## src/rtl/fifo_flex.sv

```systemverilog
// Synchronous FIFO with arbitrary depth, optional first-word-fall-through read,
// occupancy count, almost-full/empty thresholds, sticky error flags and flush.
module fifo_flex #(
    parameter int DATA_WIDTH = 32,
    parameter int DEPTH      = 8,
    parameter int FWFT       = 0,
    parameter int AF_LEVEL   = DEPTH - 1,
    parameter int AE_LEVEL   = 1,
    localparam int CW        = $clog2(DEPTH + 1)
) (
    input  logic                  clk,
    input  logic                  reset,
    input  logic                  flush,
    input  logic                  wr,
    input  logic [DATA_WIDTH-1:0] wr_data,
    input  logic                  rd,
    output logic [DATA_WIDTH-1:0] rd_data,
    output logic                  empty,
    output logic                  full,
    output logic                  almost_empty,
    output logic                  almost_full,
    output logic [CW-1:0]         count,
    output logic                  overflow,
    output logic                  underflow
);
    localparam int PW = $clog2(DEPTH);

    logic [DATA_WIDTH-1:0] r_mem [DEPTH];
    logic [PW-1:0]         r_wr_ptr;
    logic [PW-1:0]         r_rd_ptr;
    logic [CW-1:0]         r_count;
    logic                  r_overflow;
    logic                  r_underflow;

    logic w_rd_ok;
    logic w_wr_ok;

    // A full FIFO still takes a write when a read frees a slot in the same cycle.
    assign w_rd_ok = rd & (r_count != '0);
    assign w_wr_ok = wr & ((r_count != CW'(DEPTH)) | w_rd_ok);

    function automatic logic [PW-1:0] ptr_inc(input logic [PW-1:0] p);
        return (p == PW'(DEPTH - 1)) ? '0 : p + PW'(1);
    endfunction

    always_ff @(posedge clk or posedge reset) begin
        if (reset) begin
            r_wr_ptr    <= '0;
            r_rd_ptr    <= '0;
            r_count     <= '0;
            r_overflow  <= 1'b0;
            r_underflow <= 1'b0;
        end else if (flush) begin
            r_wr_ptr    <= '0;
            r_rd_ptr    <= '0;
            r_count     <= '0;
            r_overflow  <= 1'b0;
            r_underflow <= 1'b0;
        end else begin
            if (w_wr_ok) r_wr_ptr <= ptr_inc(r_wr_ptr);
            if (w_rd_ok) r_rd_ptr <= ptr_inc(r_rd_ptr);
            case ({w_wr_ok, w_rd_ok})
                2'b10:   r_count <= r_count + CW'(1);
                2'b01:   r_count <= r_count - CW'(1);
                default: r_count <= r_count;
            endcase
            if (wr & ~w_wr_ok) r_overflow  <= 1'b1;
            if (rd & ~w_rd_ok) r_underflow <= 1'b1;
        end
    end

    // Storage is never cleared; reset and flush only discard it via the pointers.
    always_ff @(posedge clk) begin
        if (!reset && !flush && w_wr_ok) r_mem[r_wr_ptr] <= wr_data;
    end

    generate
        if (FWFT != 0) begin : g_fwft
            assign rd_data = r_mem[r_rd_ptr];
        end else begin : g_std
            logic [DATA_WIDTH-1:0] r_rd_data;
            always_ff @(posedge clk or posedge reset) begin
                if (reset)                  r_rd_data <= '0;
                else if (!flush && w_rd_ok) r_rd_data <= r_mem[r_rd_ptr];
            end
            assign rd_data = r_rd_data;
        end
    endgenerate

    assign count        = r_count;
    assign empty        = (r_count == '0);
    assign full         = (r_count == CW'(DEPTH));
    assign almost_empty = (r_count <= CW'(AE_LEVEL));
    assign almost_full  = (r_count >= CW'(AF_LEVEL));
    assign overflow     = r_overflow;
    assign underflow    = r_underflow;
endmodule

```

## config.mk

```make
export PLATFORM = sky130hd
export DESIGN_NAME = fifo_flex
export DESIGN_NICKNAME = d
export VERILOG_FILES = /design/src/rtl/fifo_flex.sv
export SDC_FILE = /design/constraint.sdc
export NUM_CORES = 1
export LEC_CHECK = 0
export CAP_MARGIN = 30
export CORE_MARGIN = 2
export CORE_UTILIZATION = 40
export DETAILED_ROUTE_END_ITERATION = 12
export SLEW_MARGIN = 20
export SYNTH_ARGS = -nofsm -noshare
export SYNTH_HDL_FRONTEND = slang
export SYNTH_SLANG_ARGS = --single-unit
```

## constraint.sdc

```tcl
create_clock -name clk -period 10.95 [get_ports clk]
set_input_delay 1.6425 -clock clk [delete_from_list [all_inputs] [get_ports clk]]
set_output_delay 1.6425 -clock clk [all_outputs]
set_load 0.02 [all_outputs]
```

==> metrics.txt, run 1 <==
status complete, no violations; most used flip-flop cell after synthesis edfxtp_1; fin crit period 4110 ps; Period Utilization, post-route 0.376; final setup fails 0; P_leak 4.48 nW; warnings from Yosys 0; Power Density 229 mW/mm^2; Post-synth EDFFs 256; detailed placement HPWL 13,200 um; global-route usage over all layers 0.148; post-route ant nets 0; FP Rows 62; Clk pin slew, worst setup/hold paths 70 ps; H-tree depth reported by CTS 1; worst hold path class register to register; average size of a mapped cell 20.1 um^2; Initial Util 0.404; Async S/R FF share, synth 0.147; Net Count, Synth 619; crit start category register; routed wl met2 11,000 um; Residual DRC 0; CTS tree yes; nets@finish 716; Port Buffer Count 78; cts bufs inserted 29; FF+latch count, synth 300; Crit path required time 9310 ps; chip width 174 um; vias per cell 5.19; Multi-input gate area 0.00264 mm^2; top sig layer met5; final instance area 0.0139 mm^2; Max Clock Freq 243 MHz; commonest cells after routing, fill and taps aside edfxtp_1 (256), clkdlybuf4s50_1 (78), mux4_2 (64), nor2_1 (44), dfrtp_1 (41); Vias 5,580; WL/cell 20.4 um; vias in the first global route 5,965; post-synth cell types 37; Max Cap Viol 0; crit path DAT 2470 ps; CTS Sinks 300; largest net degree at the start of global routing 40; Layout Area Growth over Synthesis 21.0%; peak supply drop 106 uV; number of diodes 0; Critical Path Sink Type output port; fillers 2,377; Setup TNS 0 ps; total die area 0.0302 mm^2; Final Max Slew Viols 0; initial antenna violation count 1; Cell Area, Synth 0.0115 mm^2; initial DRC count 397; actual slew at the worst max-slew pin 888 ps; clock tree buffer depth 3; grt ovf 0; Seq/Total Area, Yosys 0.763; synthesized instance count 574; first-pass GRT wire length 34,400 um; post-cts sizing count 0; Post-Route WL 22,000 um; CTS hold repair buffers 0; postcts setup bufs 0; Die H 174 um; worst-skew pair later-pin latency 540 ps; routed length on met3 1080 um; most common cell after layout, fill and taps aside edfxtp_1; Final Hold Vio Count 0; RSZ-0062 raised after global routing false; Crit Path Max Fanout 8; crit path kind register to output port; M1 wire length 9410 um; skew final 8.91 ps; Top-Level Pins 79; Storage cell area 0.00879 mm^2; placed cell areas 0.0129 mm^2; layout cells sized above 1 0.205; routability congestion estimate 0.743; first-pass iteration count of the detailed router 4; Core Area 0.0285 mm^2; CTS root buffer clkbuf_16; relative slew slack 0.405
==> path summary, 6_finish.rpt <==
| check | start | to | slack [ps] | depth (start not counted) |
|---|---|---|---|---|
| worst max-delay path | count[0] | empty | 6840 | 4 |
| worst min-delay path | overflow | overflow | 520 | 2 |
| worst max register to register | count[0] | r_mem[5][22] | 8220 | 6 |
| worst min register to register | overflow | overflow | 520 | 2 |
| max in group asynchronous | reset | rd_data[26] | 8890 | 3 |
| min in group asynchronous | reset | r_rd_ptr[1] | 1520 | 2 |
==> routing by layer <==
metal  GRT usage  vias up
li1            -     2508
met1       0.198     2897
met2       0.250      132
met3      0.0263       41
met4      0.0420        2
met5           0        -
==> logic make-up after synthesis <==
logic type                 count (synthesis)  share of synthesized area
DFF                                      300                      0.763
muxes                                    101                      0.157
and+or+nand+nor                           81                     0.0338
AOI/OAI and AO/OA                         48                     0.0227
buffers and inverters                     34                     0.0130
adders and majority gates                  8                    0.00869
xor gates and xnor gates                   2                    0.00152
==> per-stage QoR <==
stage	setup WS [ps]	hold slack, ps	total power, mW	std cells	util
after floorplan	5920	564	1.87	574	-
after global placement	6530	508	2.13	1019	0.448
after detailed placement	6690	520	2.15	1024	0.452
after CTS	6830	534	3.23	1075	0.488
after global routing	6720	544	3.33	1075	0.488
final	6840	522	3.19	1075	0.488
==> where the power goes <==
| group | switching, mW | leakage (nW) | total, mW | internal, mW |
|---|---|---|---|---|
| logic | 0.343 | 1.16 | 0.701 | 0.358 |
| registers | 0.0872 | 2.81 | 1.41 | 1.32 |
| clock network | 0.408 | 0.507 | 1.08 | 0.670 |
| total | 0.838 | 4.48 | 3.19 | 2.35 |
==> Yosys cell counts, types with 5 or more instances <==
| master | count | share of area |
|---|---|---|
| mux2i_1 | 36 | 0.031 |
| clkbuf_1 | 15 | 0.0049 |
| or3_1 | 5 | 0.0027 |
| edfxtp_1 | 256 | 0.67 |
| ha_1 | 8 | 0.0087 |
| inv_1 | 5 | 0.0016 |
| a21oi_1 | 37 | 0.016 |
| buf_2 | 6 | 0.0026 |
| nor3_1 | 6 | 0.0026 |
| dfrtp_1 | 44 | 0.096 |
| nor2_1 | 48 | 0.016 |
| mux4_2 | 64 | 0.13 |
| nand2_1 | 6 | 0.0020 |
==> layout make-up <==
class,instances,area share
clock inverters,19,0.0214
well taps,384,0.0345
clock buffers,32,0.0529
multi-input cells,240,0.189
repair buffers,94,0.0698
flip-flops and latches,300,0.631
inverters,6,0.00162
==> registers in the layout, indices dropped and copies added (netlist names) <==
name	cells
count	4
r_mem	256
r_wr_ptr	3
underflow	1
overflow	1
r_rd_ptr	3
rd_data	32
==> worst max-delay path, cell delays in order, from the launching register on <==
cell	delay [ps]
dfrtp_1	460
inv_1	120
ha_1	180
nor3b_2	460
clkdlybuf4s50_1	710
(Power assumes the default switching activity.)
==> inputs of run 2 (changes only) <==
Clock period 10.95 ns to 4.18 ns, I/O delays scaled along.
==> metrics.txt, run 2 (synthesis gave the netlist of run 1 again) <==
routability congestion estimate 0.734 (-1.2%); WL/cell 20.6 um (+0.92%); Worst Hold End rd_data[0]; Setup crit start count[1]; CTS hold repair buffers 0 (unchanged); crit-path cells inv_1, ha_1, nor3b_2, clkdlybuf4s50_1; Port Buffer Count 78 (unchanged); post-route ant nets 0 (unchanged); CTS tree yes; H-tree depth reported by CTS 2 (+1); CP max stage cell clkdlybuf4s50_1; initial antenna violation count 0 (-1); skew final 17.8 ps (+8.87 ps); worst hold path class register to register; Period Utilization, post-route 0.727; clock tree buffer depth 3 (unchanged); fin crit period 3040 ps; FP Rows 62 (unchanged); max reg flops 256 (unchanged); Clk pin slew, worst setup/hold paths 60 ps (about the same); Storage cell area 0.00879 mm^2 (unchanged); max incr delay on CP 710 ps (about the same); P_leak 4.50 nW (+0.36%); chip width 174 um (unchanged); grt ovf 0 (unchanged); Residual DRC 0 (unchanged); Initial Util 0.404 (unchanged); reg2reg start count[0]; M1 wire length 9750 um (+3.7%); detailed placement HPWL 13,900 um (+4.7%); CTS root buffer clkbuf_16; Top reg by flops r_mem; Crit Path Max Fanout 6 (-2); Crit path required time 3550 ps (-5760 ps); cts bufs inserted 34 (+17%); status complete, no violations; worst-skew pair later-pin latency 510 ps (-30 ps); Multi-input gate area 0.00264 mm^2 (unchanged); actual slew at the worst max-slew pin 889 ps (+0.215 ps); Hold Crit Start rd_data[0]; vias in the first global route 6,084 (+2.0%); total die area 0.0302 mm^2 (unchanged); CTS Sinks 300 (unchanged); top sig layer met4; Critical Path Sink Type output port; Vias 5,598 (+0.32%); vias per cell 5.14 (-0.97%); commonest cells after routing, fill and taps aside edfxtp_1 (256), clkdlybuf4s50_1 (78), mux4_2 (64), nor2_1 (44), dfrtp_1 (41); fillers 2,399 (+0.93%); nets@finish 725 (+1.3%); postcts setup bufs 0 (unchanged); pre-CTS WS 951 ps (-5740 ps); most common cell after layout, fill and taps aside edfxtp_1; final setup fails 0 (unchanged); initial DRC count 325 (-18%); crit path kind register to output port; Layout Area Growth over Synthesis 21.2%; PnR worst setup slack 1140 ps (-5690 ps); Setup TNS 0 ps (unchanged); routed length on met3 971 um (-9.8%); number of diodes 0 (unchanged); relative slew slack 0.405 (about the same); Hold Path Stages 2 (unchanged); Power Density 596 mW/mm^2 (+160%); R2R cell count 6 (unchanged); RSZ-0062 raised after global routing false; global-route usage over all layers 0.154 (+0.00663); first-pass GRT wire length 35,900 um (+4.4%); layout cells sized above 1 0.213 (+0.00727); Core Area 0.0285 mm^2 (unchanged); crit start category register; Top-Level Pins 79 (unchanged); power after layout 8.32 mW (+160%); register-to-register setup slack 1480 ps (-6740 ps); Post-Route WL 22,500 um (+2.2%); routed wl met2 11,400 um (+3.4%); first-pass iteration count of the detailed router 5 (+1); Final Max Slew Viols 0 (unchanged); Worst R2R End r_mem[5][5]; peak supply drop 257 uV (+140%); Final Hold Vio Count 0 (unchanged); Max Cap Viol 0 (unchanged); largest net degree at the start of global routing 38 (-5.0%); Die H 174 um (unchanged); Min Hold Slack 529 ps (+7.54 ps); Max Clock Freq 329 MHz; post-cts sizing count 0 (unchanged); crit path DAT 2410 ps (-60 ps)
## run 2: cell count changes in the layout (fill, tap and decap cells not counted), moves of 2 or more
cell / before / now
clkbuf_8: 0 / 2
clkbuf_16: 29 / 35
buf_4: 11 / 18
clkinvlp_4: 1 / 3
clkbuf_1: 3 / 7
bufinv_16: 8 / 1
clkinv_1: 3 / 5
clkinv_8: 0 / 2
## run 2: power breakdown
group | switching, mW | internal (mW) | leakage (nW) | total, mW
sequential | 0.215 | 3.46 | 2.81 | 3.68
combinational | 0.911 | 0.950 | 1.17 | 1.86
clock | 1.14 | 1.64 | 0.514 | 2.78
total | 2.27 | 6.06 | 4.50 | 8.32
## run 2: layout make-up
type                            instances  share of cell area
Clock inverter                         17             0.00985
Clock buffer                           44              0.0666
Tap cell                              384              0.0344
Sequential cell                       300               0.630
Inverter                                6             0.00161
Timing Repair Buffer                   98              0.0690
Multi-Input combinational cell        240               0.189
## run 2: worst max-delay path by stage
stage | end | cells past startpoint
floorplan | r_mem[0][0] | 3
global placement | r_mem[5][3] | 5
detailed placement | r_mem[5][3] | 5
CTS | empty | 4
global route | empty | 4
finish | empty | 4
## run 2: through the flow
stage | cells | utilization | cell area [um^2]
global placement | 1026 | 0.450 | 12900
detailed placement | 1028 | 0.452 | 12900
global route | 1089 | 0.489 | 14000
floorplan | 574 | - | 11500
finish | 1089 | 0.489 | 14000
CTS | 1089 | 0.489 | 14000
## run 2: layer usage
metal	vias to the layer above	global-route usage
li1	2535	-
met1	2915	0.202
met2	117	0.264
met3	31	0.0325
met4	0	0.0417
met5	-	0
## run 2: critical path, delay by kind of cell (launching register included)
family                     cells  cell delay [ps]
buffers and inverters          2              850
DFF                            1              420
and+or+nand+nor                1              450
adders and majority gates      1              200
==> inputs of run 3 (changes only) <==
Clock period 4.18 ns to 2.6 ns, I/O delays scaled along.
==> metrics.txt, run 3 (synthesis gave the netlist of run 1 again) <==
routability congestion estimate 0.769 (+4.8%); Critical Path Stages 4 (unchanged); chip width 174 um (unchanged); Post-Route WL 22,400 um (-0.35%); worst hold path class primary input to async pin; CTS root buffer clkbuf_16; layout cells sized above 1 0.221 (+0.00805); post-route ant nets 0 (unchanged); CTS tree yes; Crit Path Max Fanout 6 (unchanged); global-route usage over all layers 0.151 (-0.00284); Die H 174 um (unchanged); actual slew at the worst max-slew pin 702 ps (-187 ps); R2R cell count 7 (+1); max reg flops 256 (unchanged); H-tree depth reported by CTS 1 (-1); number of diodes 0 (unchanged); register-to-register setup slack 360 ps (-1120 ps); skew final 11.0 ps (-6.78 ps); Worst Setup EP empty; vias per cell 5.15 (+0.14%); Top-Level Pins 79 (unchanged); Port Buffer Count 78 (unchanged); fin crit period 2480 ps; commonest cells after routing, fill and taps aside edfxtp_1 (256), clkdlybuf4s50_1 (75), mux4_2 (64), nor2_1 (44), dfrtp_1 (41); crit-path cells inv_1, ha_1, nor3b_4, dlygate4sd2_1; peak supply drop 454 uV (+77%); RSZ-0062 raised after global routing false; max incr delay on CP 430 ps (-280 ps); FP Rows 62 (unchanged); largest net degree at the start of global routing 47 (+24%); worst-skew pair later-pin latency 550 ps (+40 ps); status complete, no violations; P_leak 4.58 nW (+1.9%); crit start category register; CP delay by family, top buffers and inverters; Crit path required time 2210 ps (-1340 ps); Max Cap Viol 0 (unchanged); Final Max Slew Viols 0 (unchanged); final setup fails 0 (unchanged); WL/cell 20.4 um (-0.89%); Worst R2R End r_mem[3][25]; initial antenna violation count 0 (unchanged); most common cell after layout, fill and taps aside edfxtp_1; relative slew slack 0.532 (+0.127); Core Area 0.0285 mm^2 (unchanged); Layout Area Growth over Synthesis 22.7%; power after layout 13.4 mW (+61%); Final Hold Vio Count 0 (unchanged); Bufs and invs on worst path 2 (unchanged); Setup crit start count[1]; nets@finish 732 (+0.97%); crit path kind register to output port; Period Utilization, post-route 0.953; Initial Util 0.404 (unchanged); Clk pin slew, worst setup/hold paths 60 ps (about the same); Residual DRC 0 (unchanged); detailed placement HPWL 13,800 um (-0.57%); final instance area 0.0141 mm^2 (+1.2%); clock tree buffer depth 3 (unchanged); placed cell areas 0.0131 mm^2 (+1.3%); first-pass iteration count of the detailed router 5 (unchanged); reg2reg start count[1]; postcts setup bufs 0 (unchanged); Vias 5,637 (+0.70%); Max Clock Freq 404 MHz; vias in the first global route 6,003 (-1.3%); Critical Path Sink Type output port; total die area 0.0302 mm^2 (unchanged); CP max stage cell dfrtp_1; CTS Sinks 300 (unchanged); Top reg by flops r_mem; grt ovf 0 (unchanged); crit path DAT 2090 ps (-320 ps); initial DRC count 357 (+9.8%); Power Density 950 mW/mm^2 (+59%); first-pass GRT wire length 35,000 um (-2.6%); cts bufs inserted 30 (-12%)
-- run 3: how the worst min path moves through the flow --
| stage | from | slack (ps) | to |
|---|---|---|---|
| floorplan | wr_data[0] | 490 | r_mem[0][0] |
| global placement | overflow | 490 | overflow |
| detailed placement | overflow | 490 | overflow |
| CTS | reset | 330 | rd_data[2] |
| global route | reset | 360 | rd_data[17] |
| finish | reset | 290 | rd_data[2] |
-- run 3: power by group --
part / total [mW] / internal (mW) / switching, mW
clock network: 4.47 / 2.78 / 1.70
registers: 5.90 / 5.57 / 0.336
logic: 3.05 / 1.57 / 1.48
-- run 3: what timing repair did --
item | 4_1_cts | 5_1_grt
setup endpoints to repair | 2 | 1
resized for setup | 3 | 1
hold buffers | 0 | 0
gates cloned | 0 | 0
-- run 3: final cells by class --
cell class | count | area (um^2)
clock buffer | 48 | 910
clock inverter | 8 | 141
fill | 2363 | 14400
inverter | 6 | 22.5
multi-input combinational | 240 | 2670
sequential | 300 | 8790
tap | 384 | 480
timing repair buffer | 109 | 1110
-- run 3: metal layers --
metal	vias up	global-route usage	share of wire
met2	138	0.263	0.51
met3	39	0.0219	0.043
met5	-	0	0
met4	0	0.0410	0.020
li1	2538	-	-
met1	2922	0.202	0.43
-- run 3: per-stage QoR --
stage	hold slack (ps)	setup TNS, ps	setup slack (ps)	utilization	instances
floorplan	489	-73070	-334	-	574
global placement	488	0	170	0.458	1038
detailed placement	494	0	143	0.458	1038
CTS	325	0	81.7	0.495	1094
global route	361	0	30.2	0.495	1095
finish	287	0	122	0.495	1095
-- run 3: worst register-to-register path, stage by stage (launching register included) --
cell      delay (ps)
dfrtp_1          430
inv_1            140
ha_1             220
nand2b_2         120
o211ai_1         440
clkbuf_4         310
nor2_4            50
buf_4            230
